$ cat src/rtl/huffman_bit_packer_if.sv
// Symbol-in / byte-out stream bundle for huffman_bit_packer.
// Both channels transfer on a rising clk edge where valid && ready are both high; the sender
// holds valid and its payload stable until that edge, and ready may depend on internal state only.
`timescale 1ns/1ps
interface huffman_bit_packer_if;
  logic       sym_valid;
  logic       sym_ready;
  logic [7:0] sym_data;
  logic       sym_last;
  logic       byte_valid;
  logic       byte_ready;
  logic [7:0] byte_data;
  logic       byte_last;

  modport master (
    output sym_valid, sym_data, sym_last, byte_ready,
    input  sym_ready, byte_valid, byte_data, byte_last
  );

  modport slave (
    input  sym_valid, sym_data, sym_last, byte_ready,
    output sym_ready, byte_valid, byte_data, byte_last
  );
endinterface

$ cat src/rtl/huffman_bit_packer.sv
// huffman_bit_packer: captures a 6-entry Huffman table and packs each symbol's code MSB-first
// into bytes. Define HUFF_PACK_STATS_EN to add the bit_count output.
`timescale 1ns/1ps
module huffman_bit_packer #(
  parameter int MAXLEN = 5,
  parameter int ACC_W  = 16
) (
  input  logic                  clk,
  input  logic                  reset,
  input  logic                  code_valid,
  input  logic [7:0]            HC1,
  input  logic [7:0]            HC2,
  input  logic [7:0]            HC3,
  input  logic [7:0]            HC4,
  input  logic [7:0]            HC5,
  input  logic [7:0]            HC6,
  input  logic [7:0]            M1,
  input  logic [7:0]            M2,
  input  logic [7:0]            M3,
  input  logic [7:0]            M4,
  input  logic [7:0]            M5,
  input  logic [7:0]            M6,
  huffman_bit_packer_if.slave   bus,
  output logic                  err,
  output logic [1:0]            state_dbg
`ifdef HUFF_PACK_STATS_EN
  ,
  output logic [15:0]           bit_count
`endif
);
  localparam int NSYM  = 6;
  localparam int CNT_W = $clog2(ACC_W + 1);

  typedef enum logic [1:0] {
    IDLE  = 2'd0,
    RUN   = 2'd1,
    FLUSH = 2'd2
  } state_t;

  state_t              state, state_nx;
  logic [ACC_W-1:0]    acc, acc_nx;
  logic [CNT_W-1:0]    cnt, cnt_nx;
  logic [MAXLEN-1:0]   tbl_code [NSYM];
  logic [CNT_W-1:0]    tbl_len  [NSYM];
  logic [7:0]          hc_in    [NSYM];
  logic [7:0]          m_in     [NSYM];
  logic                unused_hi;

  logic                sym_in_range, sym_ok;
  logic [2:0]          sym_idx;
  logic [MAXLEN-1:0]   sel_code;
  logic [CNT_W-1:0]    sel_len;
  logic [ACC_W-1:0]    code_shifted;
  logic                sym_ready_c, byte_valid_c;
  logic                sym_hs, byte_hs;
  logic                load, err_set;

  function automatic logic [CNT_W-1:0] popcount(input logic [MAXLEN-1:0] v);
    logic [CNT_W-1:0] s;
    s = '0;
    for (int i = 0; i < MAXLEN; i++) s = s + CNT_W'(v[i]);
    return s;
  endfunction

  always_comb begin
    hc_in[0] = HC1; hc_in[1] = HC2; hc_in[2] = HC3;
    hc_in[3] = HC4; hc_in[4] = HC5; hc_in[5] = HC6;
    m_in[0]  = M1;  m_in[1]  = M2;  m_in[2]  = M3;
    m_in[3]  = M4;  m_in[4]  = M5;  m_in[5]  = M6;
  end

  // Only the low MAXLEN bits of the code and mask carry information.
  always_comb begin
    unused_hi = 1'b0;
    for (int i = 0; i < NSYM; i++)
      unused_hi = unused_hi ^ (^hc_in[i][7:MAXLEN]) ^ (^m_in[i][7:MAXLEN]);
  end

  // Table stores the pre-masked code and its length so lookup is a plain read.
  always_ff @(posedge clk or negedge reset) begin
    if (!reset) begin
      for (int i = 0; i < NSYM; i++) begin
        tbl_code[i] <= '0;
        tbl_len[i]  <= '0;
      end
    end else if (load) begin
      for (int i = 0; i < NSYM; i++) begin
        tbl_code[i] <= hc_in[i][MAXLEN-1:0] & m_in[i][MAXLEN-1:0];
        tbl_len[i]  <= popcount(m_in[i][MAXLEN-1:0]);
      end
    end
  end

  always_comb begin
    sym_in_range = (bus.sym_data != 8'd0) && (bus.sym_data <= 8'(NSYM));
    sym_idx      = bus.sym_data[2:0] - 3'd1;
    sel_code     = '0;
    sel_len      = '0;
    if (sym_in_range) begin
      sel_code = tbl_code[sym_idx];
      sel_len  = tbl_len[sym_idx];
    end
    sym_ok = sym_in_range && (sel_len != '0);
    // New code lands directly below the cnt bits already held at the top of acc.
    code_shifted = ACC_W'(sel_code) << (CNT_W'(ACC_W) - cnt - sel_len);
  end

  assign sym_ready_c  = (state == RUN) && (cnt < CNT_W'(8));
  assign byte_valid_c = (cnt >= CNT_W'(8)) || ((state == FLUSH) && (cnt != '0));
  assign sym_hs       = bus.sym_valid && sym_ready_c;
  assign byte_hs      = byte_valid_c && bus.byte_ready;

  always_ff @(posedge clk or negedge reset) begin
    if (!reset) begin
      state <= IDLE;
      acc   <= '0;
      cnt   <= '0;
    end else begin
      state <= state_nx;
      acc   <= acc_nx;
      cnt   <= cnt_nx;
    end
  end

  always_comb begin
    state_nx = state;
    acc_nx   = acc;
    cnt_nx   = cnt;
    load     = 1'b0;
    err_set  = 1'b0;
    case (state)
      IDLE: begin
        if (code_valid) begin
          load     = 1'b1;
          state_nx = RUN;
        end
      end
      RUN: begin
        if (sym_hs) begin
          if (sym_ok) begin
            acc_nx = acc | code_shifted;
            cnt_nx = cnt + sel_len;
          end else begin
            err_set = 1'b1;
          end
          if (bus.sym_last) state_nx = FLUSH;
        end else if (code_valid && (cnt == '0)) begin
          load = 1'b1;
        end
        if (byte_hs) begin
          acc_nx = acc_nx << 8;
          cnt_nx = cnt_nx - CNT_W'(8);
        end
      end
      FLUSH: begin
        // An empty accumulator (illegal last symbol) returns without emitting anything.
        if (cnt == '0) begin
          state_nx = RUN;
        end else if (byte_hs) begin
          if (cnt <= CNT_W'(8)) begin
            acc_nx   = '0;
            cnt_nx   = '0;
            state_nx = RUN;
          end else begin
            acc_nx = acc << 8;
            cnt_nx = cnt - CNT_W'(8);
          end
        end
      end
      default: state_nx = IDLE;
    endcase
  end

  always_ff @(posedge clk or negedge reset) begin
    if (!reset)       err <= 1'b0;
    else if (load)    err <= 1'b0;
    else if (err_set) err <= 1'b1;
  end

`ifdef HUFF_PACK_STATS_EN
  always_ff @(posedge clk or negedge reset) begin
    if (!reset)                bit_count <= '0;
    else if (load)             bit_count <= '0;
    else if (sym_hs && sym_ok) bit_count <= bit_count + 16'(sel_len);
  end
`endif

  assign bus.sym_ready  = sym_ready_c;
  assign bus.byte_valid = byte_valid_c;
  assign bus.byte_data  = acc[ACC_W-1 -: 8];
  assign bus.byte_last  = (state == FLUSH) && (cnt != '0) && (cnt <= CNT_W'(8));
  assign state_dbg      = state;

endmodule
$ cat src/flat_wrapper.sv
// flat-port wrapper written by rule: the top's interface ports become plain ports
module huffman_bit_packer_flat 
#(
  parameter int MAXLEN = 5,
  parameter int ACC_W  = 16
)
  (clk, reset, code_valid, HC1, HC2, HC3, HC4, HC5, HC6, M1, M2, M3, M4, M5, M6, err, state_dbg, bus_sym_valid, bus_sym_data, bus_sym_last, bus_byte_ready, bus_sym_ready, bus_byte_valid, bus_byte_data, bus_byte_last);
  huffman_bit_packer_if bus_i ();
  input  logic clk;
  input  logic reset;
  input  logic code_valid;
  input  logic [7:0] HC1;
  input  logic [7:0] HC2;
  input  logic [7:0] HC3;
  input  logic [7:0] HC4;
  input  logic [7:0] HC5;
  input  logic [7:0] HC6;
  input  logic [7:0] M1;
  input  logic [7:0] M2;
  input  logic [7:0] M3;
  input  logic [7:0] M4;
  input  logic [7:0] M5;
  input  logic [7:0] M6;
  output logic err;
  output logic [1:0] state_dbg;
  input wire logic [$bits(bus_i.sym_valid)-1:0] bus_sym_valid;
  input wire logic [$bits(bus_i.sym_data)-1:0] bus_sym_data;
  input wire logic [$bits(bus_i.sym_last)-1:0] bus_sym_last;
  input wire logic [$bits(bus_i.byte_ready)-1:0] bus_byte_ready;
  output wire logic [$bits(bus_i.sym_ready)-1:0] bus_sym_ready;
  output wire logic [$bits(bus_i.byte_valid)-1:0] bus_byte_valid;
  output wire logic [$bits(bus_i.byte_data)-1:0] bus_byte_data;
  output wire logic [$bits(bus_i.byte_last)-1:0] bus_byte_last;
  assign bus_i.sym_valid = bus_sym_valid;
  assign bus_i.sym_data = bus_sym_data;
  assign bus_i.sym_last = bus_sym_last;
  assign bus_i.byte_ready = bus_byte_ready;
  assign bus_sym_ready = bus_i.sym_ready;
  assign bus_byte_valid = bus_i.byte_valid;
  assign bus_byte_data = bus_i.byte_data;
  assign bus_byte_last = bus_i.byte_last;
  huffman_bit_packer #(.MAXLEN(MAXLEN), .ACC_W(ACC_W)) u_core (.clk(clk), .reset(reset), .code_valid(code_valid), .HC1(HC1), .HC2(HC2), .HC3(HC3), .HC4(HC4), .HC5(HC5), .HC6(HC6), .M1(M1), .M2(M2), .M3(M3), .M4(M4), .M5(M5), .M6(M6), .bus(bus_i), .err(err), .state_dbg(state_dbg));
endmodule
$ cat config.mk
export PLATFORM = sky130hd
export DESIGN_NAME = huffman_bit_packer_flat
export DESIGN_NICKNAME = d
export VERILOG_FILES = /design/src/rtl/huffman_bit_packer_if.sv /design/src/rtl/huffman_bit_packer.sv /design/src/flat_wrapper.sv
export SDC_FILE = /design/constraint.sdc
export NUM_CORES = 1
export LEC_CHECK = 0
export CORE_UTILIZATION = 30
export CTS_BUF_LIST = sky130_fd_sc_hd__clkbuf_4
export CTS_CLUSTER_SIZE = 40
export DETAILED_ROUTE_END_ITERATION = 8
export SYNTH_ARGS = -nofsm -noshare
export SYNTH_HDL_FRONTEND = slang
export SYNTH_SLANG_ARGS = --single-unit
$ cat constraint.sdc
create_clock -name clk -period 7.5 [get_ports clk]
set_clock_uncertainty 0.15 [all_clocks]
set_input_delay 1.875 -clock clk [delete_from_list [all_inputs] [get_ports clk]]
set_output_delay 1.875 -clock clk [all_outputs]
set_load 0.05 [all_outputs]
; ---- After elaboration in Yosys (flattened, before gate mapping)
; Cells that the tools add are included.
[totals]
ff_bits = 84
wordCells = 130
output_inout_bits = 14
in_bits = 110
[op_classes]
eq_ne = 11
mux = 39
addsub = 30
bitwise_logic = 8
n_reduce_logical = 19
order_cmp = 5
shifts = 1
[op_table]
columns = cell, count
row1 = two-way mux 16 bit, 6
row2 = adder 5 x 1 -> 5 bit, 18
row3 = two-way mux 5 bit, 13
row4 = case mux 16 bit (2 select lines), 1
row5 = AND 5 bit, 6
row6 = binary-select mux 5 bit (select 3 bit), 2
row7 = bitwise OR 16 bit, 1
row8 = << shifter 5 x 5 -> 16 bit, 1
row9 = adder 1 x 1 -> 2 bit, 6
row10 = two-way mux 2 bit, 6
row11 = "inequality test 3 x 1 -> 1 bit, second input constant", 4
row12 = case mux 5 bit (2 select lines), 1
row13 = AND reduction 5 bit, 2
row14 = nonzero test 5 bit, 2
row15 = "subtractor 5 x 4 -> 5 bit, second input constant", 2
row16 = "less-or-equal comparator 8 x 3 -> 1 bit, second input constant", 1
row17 = logical AND 1 bit, 8
row18 = two-way mux 1 bit, 8
row19 = nonzero test 8 bit, 1
row20 = "inequality test 2 bit, second input constant", 3
row21 = case mux 2 bit (3 select lines), 1
row22 = adder 5 bit, 1
row23 = "greater-or-equal comparator 5 x 4 -> 1 bit, second input constant", 1
row24 = "less-or-equal comparator 5 x 4 -> 1 bit, second input constant", 1
row25 = other kinds (15), 17

; ---- Depth between registers and ports, before layout
; Gate-level depths: netlist of run 1.
[logic_depth]
depth_word = 14
ltp_mapped = 21
ltp_nobuf = 18

; ---- Worst setup path after synthesis of run 1
; Ideal clock, no wire load.
[synth_timing]
path_type = input -> register
from = input bus_sym_data[0]
to = register u_core.acc[9]
setup_slack_ps = 1397
t_arrival_ps = 5875
path_buffers = 5
required_ps = 7273
path_stages = 20
cell_sequence = buf_4 buf_4 inv_1 ha_1 buf_2 clkbuf_1 nand3_1 a21oi_1 ha_1 inv_1 ha_1 inv_1 fa_1 nand2b_1 and2_1 buf_1 or4_1 a311o_1 a31o_1 a21oi_1
[synth_between]
elab_chain_cells = 13
[synth_lines]
columns = item, line_no
row1 = "start, declared", flat_wrapper.sv:27  ; input wire logic [$bits(bus_i.sym_data)-1:0] bus_sym_data;
row2 = subtractor 3 x 1 -> 3 bit, huffman_bit_packer.sv:96  ; sym_idx = bus.sym_data[2:0] - 3'd1;
row3 = inverter 3 -> 4 bit (not written as such), "huffman_bit_packer.sv:100, huffman_bit_packer.sv:101"
row4 = binary-select mux 5 bit (select 3 bit), huffman_bit_packer.sv:101  ; sel_len = tbl_len[sym_idx];
row5 = two-way mux 5 bit (not written as such) (2 in a row), huffman_bit_packer.sv:101
row6 = two-way mux 5 bit, huffman_bit_packer.sv:99  ; if (sym_in_range) begin
row7 = subtractor 5 bit, huffman_bit_packer.sv:105  ; code_shifted = ACC_W'(sel_code) << (CNT_W'(ACC_W) - cnt - sel_len);
row8 = << shifter 5 x 5 -> 16 bit, huffman_bit_packer.sv:105
row9 = bitwise OR 16 bit, huffman_bit_packer.sv:141  ; acc_nx = acc | code_shifted;
row10 = two-way mux 16 bit, huffman_bit_packer.sv:140  ; if (sym_ok) begin
row11 = two-way mux 16 bit, huffman_bit_packer.sv:139  ; if (sym_hs) begin
row12 = two-way mux 16 bit, huffman_bit_packer.sv:150  ; if (byte_hs) begin
row13 = case mux 16 bit (2 select lines), huffman_bit_packer.sv:131  ; case (state)
row14 = "end signal, assigned", huffman_bit_packer.sv:120  ; acc <= acc_nx;
row15 = "end, declared", huffman_bit_packer.sv:41  ; logic [ACC_W-1:0] acc, acc_nx;
; Several ways; a longest one is shown, not always the timed one. The select of a mux whose other input is x is not followed.
; A chain may end at the register's enable or synchronous reset.

; ---- Final worst setup path of run 1
; Ends and elaborated chain as after synthesis.

==> results, run 1 <==
- Entering global routing, the biggest net connects between 70 and 80 pins.
- The largest vdd supply drop is approximately 0.19 mV.
- STA puts the critical path data required time at 7.72 ns.
- The type of the worst min-delay path is flip-flop to flip-flop.
- Among all stages on the critical path, the largest delay is contributed by sky130_fd_sc_hd__fa_1.
- After synthesis the cells add up to ~0.005 sq mm.
- The arrival time of data at the critical path endpoint is 6.30 ns.
- Gates resized during post-CTS repair numbered 0.
- For this block, the routed nets add up to approximately 13000 microns of wire.
- The placed wire-length estimate is between 9000 and 10000 microns.
- The sum of negative setup slack is 0 ns.
- The portion of the post-synthesis area used by sequential elements is between 30% and 40%.
- The root buffer cell is sky130_fd_sc_hd__clkbuf_4.
- The wire length of the first global-routing pass is around 21000 microns.
- Max-cap violations in this run came to 0.
- The flow ran to the end, and the final reports show no timing, DRC or antenna violations.
- In the synthesized netlist the dominant register cell turns out to be sky130_fd_sc_hd__dfrtp_1.
- Of all nets on the critical path, the largest fanout is 16.
- The power consumption is 1720 uW.
- The x dimension of the die is approximately 130 microns.
- At the end of routability-driven placement, the weighted congestion stood at approximately 0.8.
- The share of final-layout standard cells stronger than drive strength 1 is between 7 and 8%.
- The critical path class is primary input to flip-flop.
- Setup repair after global routing left no endpoint under its margin.
- The static power due to leakage is approximately 0.0029 uW.
- The part of the cycle the worst path needs is 81.1%.
- The combined buffer and inverter count along the critical path is 5.
- Leaving out fill and tap cells, the most frequent cells in the layout are sky130_fd_sc_hd__nand2_1 (126), sky130_fd_sc_hd__clkdlybuf4s50_1 (86), sky130_fd_sc_hd__dfrtp_1 (72).
- The most common library cell in the layout ignoring fill and taps is sky130_fd_sc_hd__nand2_1.
- In this run, synthesis inferred 0 flip-flops with an integrated enable.
- The die covers ~0.017 sq mm.
- For this run, the post-layout net count is 804.
- The number of remaining DRC errors is 0.
- The starting density of the core is just over 30%.
- The Yosys step of the flow raised 0 warnings.
- The H-tree was split into 3 levels.
- The detail-routed via count per cell is between 4 and 5.
- The type of destination of the critical path is a flip-flop.
- The count of final hold-check violations is 0.
- The hold slack is between 0.3 and 0.4 ns.
- The number of hold buffers added after CTS was 0.
- In the final routed layout, each cell accounts on average for 14.4 microns.
- The number of cells in the finished layout apart from fillers is 870.
- The number of unique standard cell types used by synthesis is 58.
- After synthesis the netlist holds a flip-flop and latch count of a little over 70.
- In the post-route analysis, the smallest setup slack over all paths is around 1.4 ns.
- The kind of cell with the highest combined delay along the critical path is adder cells.
- The worst path needs around 6 ns of the cycle, external delays included.
- Clock-pin slew was measured on the worst setup and hold paths at 0.12 ns.
- around 120 I/O pins were placed.
- The post-synthesis net count is 732.
- The power per cell area is about 280 mW/mm^2.
- The number of instances in the synthesized netlist is ~580.
- The max-slew headroom at the worst pin is 38.3%.
- The final setup violation count is 0.
- The total vias in the final route is around 4.3k.
- From synthesis to final layout, the design area changed by 23.5%.
- After the first detailed-routing iteration, the DRC count stood at about 320.
- The worst-margin pin slew is just over 0.9 ns.
- The remaining global-route overflow is 0.
- The die boundary height is around 130 microns.
- The initial antenna violation count is 0.
- The length of the first detailed-routing pass in iterations is 4.
- The share of async-settable or async-resettable flops after synthesis is 100%.
- The clock reaches the later pin of the worst-skew pair after 0.45 ns.
- The maximum clock insertion buffer count is 2.
- The maximum achievable frequency is about 160 MHz.
- For this run, the slowest stage of the critical path takes 0.67 ns.
- Before CTS, the worst setup slack after placement is ~0.95 ns.
- The number of antenna-violating nets in the routed design is 0.
- The placeable core region is ~0.016 sq mm.
- TritonCTS built the clock tree.
- The number of sinks driven by the clock tree is 72.
- The number of fill cells in the layout is around 1.6k.
- In this run the core area contains between 40 and 50 standard-cell rows.
- The count of final max-slew check failures was 0.
- Input and output buffers added on the ports amount to just under 90.
- The number of placed instances, taps included, is 853.
- The total global routing track utilization is between 15 and 20%.
- The average cell area after synthesis is a little under 9 sq um.
- The startpoint type of the worst setup path is a primary input.
- The TritonCTS buffer count is 9.
- The via count of the first global-routing pass is about 4.4k.
- The critical path goes through clkdlybuf4s50_1 -> inv_1 -> ha_1 -> buf_4 -> nand3_1 -> a21oi_1 -> ha_1 -> inv_1 -> ha_1 -> inv_1 -> fa_1 -> nand2b_1 -> or4_1 -> a311o_1 -> a31o_1 -> a21oi_1.
- The post-CTS setup-driven buffer insertion count is 0.
## area by class of cell
cell class	count	area, sq um	share of cell area (%)
antenna	1	2.50	0.0405
clock buffer	11	82.6	1.34
clock inverter	5	56.3	0.911
inverter	58	218	3.52
multi-input combinational	413	2830	45.8
sequential	72	1800	29.2
tap	216	270	4.37
timing repair buffer	94	918	14.9
## kinds of logic after synthesis
| kind of cell | count (synthesis) | share of synthesized area (%) |
|---|---|---|
| AND/OR/NAND/NOR | 226 | 19.7 |
| flip-flops | 72 | 36.0 |
| buffers and inverters | 91 | 7.68 |
| AO/OA/AOI/OAI | 109 | 14.6 |
| adder cells (fa/ha/maj) | 46 | 13.6 |
| XOR/XNOR | 7 | 1.23 |
| multiplexers | 25 | 7.23 |
## final timing paths
check | start | endpoint | slack, ns | cells past startpoint
max | bus_sym_data[0] | u_core.acc[9] | 1.42 | 16
min | u_core.tbl_code[24] | u_core.tbl_code[24] | 0.32 | 2
max reg2reg | u_core.tbl_len[21] | u_core.acc[9] | 3.64 | 13
min reg2reg | u_core.tbl_code[24] | u_core.tbl_code[24] | 0.32 | 2
max in group asynchronous | reset | u_core.tbl_len[21] | 5.12 | 2
min in group asynchronous | reset | u_core.state_dbg[0] | 1.48 | 2
## tightest hold or removal path, delay by kind of cell (launching register included)
| family | cells | cell delay (ns) |
|---|---|---|
| flip-flops | 1 | 0.35 |
| AND/OR/NAND/NOR | 2 | 0.10 |
## sequential cells by signal, indices dropped and copies added, names as in the netlist
register,cells
u_core.cnt,5
u_core.err,1
u_core.tbl_code,30
u_core.tbl_len,18
u_core.acc,16
u_core.state_dbg,2
## cell usage after synthesis, types with 3 or more instances
library cell	n	share of area [%]
sky130_fd_sc_hd__a22oi_1	4	0.60
sky130_fd_sc_hd__buf_1	5	0.38
sky130_fd_sc_hd__fa_1	14	5.6
sky130_fd_sc_hd__buf_4	10	1.5
sky130_fd_sc_hd__nor2_1	24	1.8
sky130_fd_sc_hd__nand2b_1	4	0.50
sky130_fd_sc_hd__a221oi_1	4	0.70
sky130_fd_sc_hd__o21ai_0	16	1.6
sky130_fd_sc_hd__mux4_2	8	3.6
sky130_fd_sc_hd__xor2_1	3	0.53
sky130_fd_sc_hd__clkbuf_1	14	1.0
sky130_fd_sc_hd__inv_1	58	4.4
sky130_fd_sc_hd__nand3_1	44	4.4
sky130_fd_sc_hd__nor3_1	9	0.90
sky130_fd_sc_hd__mux2i_1	8	1.6
sky130_fd_sc_hd__o21ai_1	8	0.80
sky130_fd_sc_hd__a21oi_1	22	2.2
sky130_fd_sc_hd__ha_1	32	8.0
sky130_fd_sc_hd__mux2_2	9	2.0
sky130_fd_sc_hd__xnor2_1	4	0.70
sky130_fd_sc_hd__buf_2	4	0.40
sky130_fd_sc_hd__nand4_1	4	0.50
sky130_fd_sc_hd__a21o_1	6	0.90
sky130_fd_sc_hd__a32oi_1	3	0.53
sky130_fd_sc_hd__dfrtp_1	72	36
sky130_fd_sc_hd__a31oi_1	12	1.5
sky130_fd_sc_hd__and2_1	4	0.50
sky130_fd_sc_hd__nand2_1	126	9.4
sky130_fd_sc_hd__a22o_1	6	1.0
## layer usage
| metal | global-route usage [%] | vias to the layer above | share of wire (%) |
|---|---|---|---|
| li1 | - | 2111 | - |
| met1 | 18.9 | 2080 | 45 |
| met2 | 26.8 | 109 | 49 |
| met3 | 3.36 | 7 | 4.8 |
| met4 | 2.88 | 0 | 0.62 |
| met5 | 0 | - | 0 |
## through the flow
step / instance area [sq um] / util, %
3_5_place_dp: 6040 / 37.6
3_3_place_gp: 6040 / 37.6
6_report: 6180 / 38.5
5_1_grt: 6180 / 38.5
2_1_floorplan: 5000 / -
4_1_cts: 6180 / 38.5
## where the power goes
part / switching, uW / total, uW / internal [uW]
clock network: 148 / 258 / 109
registers: 83.5 / 600 / 517
logic: 534 / 862 / 328
total: 766 / 1720 / 953
(Power assumes the default switching activity.)
==> run 2, diff against run 1 <==
- clock period: 7.5 -> 4.9 ns (I/O delays scaled with it)
==> results, run 2 (synthesized netlist as in run 1, its figures left out) <==
- The max-slew headroom at the worst pin is 50.7%.
- Counting the buffers created by CTS gives 9.
- The maximum clock insertion buffer count is 2.
- The maximum number of pins on one net before global-route repair is 61.
- The first detailed-routing pass took 5 iterations.
- The floorplan step defined a die boundary enclosing between 0.015 and 0.02 sq mm.
- After detailed routing, the number of vias per cell comes to 4.94.
- After clock tree synthesis, the clock-pin slew on the worst setup and hold paths is 0.12 ns.
- The average wire length per cell after detail routing is roughly 14 microns.
- The number of placed cells counting well taps is just under 900.
- In this run, the number of DRC markers left after iteration 0 of detailed routing was 236.
- Global routing used under 10% of the available met3 tracks.
- Of the available clock period, the critical path in the final layout requires between 90% and 100%.
- The largest vdd supply drop is about 0.23 mV.
- Walking the worst path, the cells encountered are clkdlybuf4s50_1 -> inv_2 -> ha_4 -> xor2_2 -> mux4_2 -> a21o_1 -> nand2_1 -> ha_1 -> ha_2 -> inv_1 -> fa_2 -> nand2b_4 -> and2_1 -> or4_1 -> a311o_1 -> a31o_1 -> a21oi_1.
- The initial antenna violation count is 0.
- The net switching power is 1200 uW.
- The power share of the sequential group is between 30% and 40%.
- Setup repair after global routing left no endpoint under its margin.
- The global-route met1 utilization is between 10% and 20%.
- The total vias in the final route is ~4.5k.
- The share of final-layout standard cells stronger than drive strength 1 is a little over an eighth.
- The internal power of the cells totals between 1500 and 2000 uW.
- The final setup violation count is 0.
- The die is around 130 microns wide.
- The via count of the first global-routing pass was about 4.5k.
- In the final layout, the registers with the most flip-flops are u_core.tbl_code (30), u_core.tbl_len (18), u_core.acc (16).
- The startpoint type of the worst setup path is a primary input.
- The root buffer cell is sky130_fd_sc_hd__clkbuf_4.
- The maximum fanout along the worst path is 4.
- The total global routing track utilization is 15.7%.
- The clock reaches the later pin of the worst-skew pair after between 0.4 and 0.5 ns.
- The register with the most flip-flops in the layout has 30 of them.
- After global routing the overflow that remains totals 0.
- The combinational power share is 52.1%.
- The worst-margin pin slew is 0.729 ns.
- Summed over all nets, the half-perimeter wirelength after detailed placement is 10500 microns.
- The count of final max-slew check failures was 0.
- The library cells used most frequently in the layout, excluding fill and tap cells, are sky130_fd_sc_hd__nand2_1 (125), sky130_fd_sc_hd__clkdlybuf4s50_1 (86), sky130_fd_sc_hd__dfrtp_1 (72).
- The depth of the CTS H-tree is 3.
- In the global route stage, met2 resource usage came out at a little over a quarter.
- The flow ran to the end, and the final reports show no timing, DRC or antenna violations.
- The final critical delay including setup and external delays is between 4 and 5 ns.
- The maximum achievable frequency is around 210 MHz.
- The count of nets left with antenna violations once routing finished came out at 0.
- The number of placement rows is 46.
- In the routed design, unresolved DRC markers number 0.
- Once the floorplan was initialized, standard cells occupied between 30% and 40% of the core.
- For this run, the slowest stage of the critical path takes around 0.54 ns.
- Leaving out filler cells and counting taps, the final layout contains between 900 and 1k.
- 124 I/O pins were placed.
- The number of antenna repair diodes is 0.
- The congestion estimate from routability-driven global placement came to 0.864.
- The type of the worst min-delay path is flip-flop to flip-flop.
- The count of buffers added on input and output ports is 87.
- The first global-routing pass estimated about 22000 microns of wire.
- The static power due to leakage is slightly above 0.003 uW.
- The routed design has around 13000 microns of wire.
- Among all stages on the critical path, the largest delay is contributed by sky130_fd_sc_hd__clkdlybuf4s50_1.
- The clock tree from TritonCTS is yes.
- Gates resized during post-CTS repair numbered 0.
- The count of maximum capacitance violations is 0.
- Leaving out fill and tap cells, the most frequent cell in the layout is sky130_fd_sc_hd__nand2_1.
- After clock tree synthesis, the flow added hold-fix buffers numbering 0.
- The arrival time of data at the critical path endpoint is between 5 and 6 ns.
- The placeable core region is approximately 0.016 sq mm.
- Dividing total power by cell area gives a power density of about 420 mW/mm^2.
- The critical path class is primary input to flip-flop.
- The clock network power share is 13.9%.
- The die is roughly 130 microns tall.
- The post-CTS setup-driven buffer insertion count is 0.
- met2 is the most crowded layer.
- At the worst endpoint, the required time is 5.12 ns.
- The count of final hold-check violations is 0.
- The sum of negative setup slack is 0 ns.
- The type of destination of the critical path is a flip-flop.
- The number of nets in the layout is between 800 and 900.
- Net switching is between 40 and 50% of the power.
- The clock net in this run drives a total of just over 70 sinks.
- At the end of the flow the core is filled with cells to 40.4%.
- The area overhead of the layout relative to synthesis is 29.7%.
- The most flop-heavy register is u_core.tbl_code.
[run 2: path summary, 6_finish.rpt]
kind	from	to	slack [ns]	cells after the start
setup / recovery	bus_sym_data[0]	u_core.acc[9]	0.10	17
hold / removal	u_core.tbl_code[7]	u_core.tbl_code[7]	0.33	2
setup reg to reg	u_core.tbl_len[21]	u_core.acc[9]	1.33	14
hold reg to reg	u_core.tbl_code[7]	u_core.tbl_code[7]	0.33	2
max in group asynchronous	reset	u_core.tbl_code[15]	3.00	2
min in group asynchronous	reset	u_core.state_dbg[0]	0.57	1
[run 2: power groups by stage]
| stage | clock network [uW] | registers, uW | logic, uW |
|---|---|---|---|
| 6_report | 377 | 923 | 1410 |
| 5_1_grt | 414 | 950 | 1580 |
| 4_1_cts | 395 | 925 | 1420 |
| 3_5_place_dp | 0 | 940 | 1420 |
| 3_3_place_gp | 0 | 925 | 1380 |
| 2_1_floorplan | 0 | 924 | 954 |
[run 2: final cells by class]
| class | count | area [sq um] |
|---|---|---|
| multi-input combinational | 413 | 2870 |
| sequential | 72 | 1800 |
| tap | 216 | 270 |
| fill | 1607 | 9570 |
| inverter | 58 | 218 |
| timing repair buffer | 132 | 1200 |
| clock inverter | 6 | 60.1 |
| clock buffer | 9 | 67.6 |
[run 2: routing by layer]
layer,vias up,wire length (microns)
met4,0,232
met3,17,524
met1,2155,5960
li1,2190,-
met2,114,6260
met5,-,0
[run 2: critical path: cells and delay by family]
kind | cells | cell delay [ns]
and+or+nand+nor | 4 | 0.84
adders and majority gates | 4 | 0.83
AOI/OAI and AO/OA | 4 | 0.83
buffers and inverters | 3 | 0.68
muxes | 1 | 0.34
xor gates and xnor gates | 1 | 0.25
[run 2: through the flow]
| stage | hold slack, ns | setup WS [ns] | power (uW) | cell area, sq um |
|---|---|---|---|---|
| finish | 0.330 | 0.100 | 2710 | 6490 |
| global route | 0.360 | 0.000238 | 2940 | 6490 |
| CTS | 0.332 | 0.141 | 2740 | 6490 |
| detailed placement | 0.301 | -0.332 | 2360 | 6360 |
| global placement | 0.296 | -0.293 | 2310 | 6360 |
| floorplan | 0.283 | -0.0245 | 1880 | 5090 |
==> run 3, diff against run 2 <==
- CAP_MARGIN: not set -> 40
==> results of run 3 <==
Same layout as run 2: the final DEF is identical, and so are final timing and power.
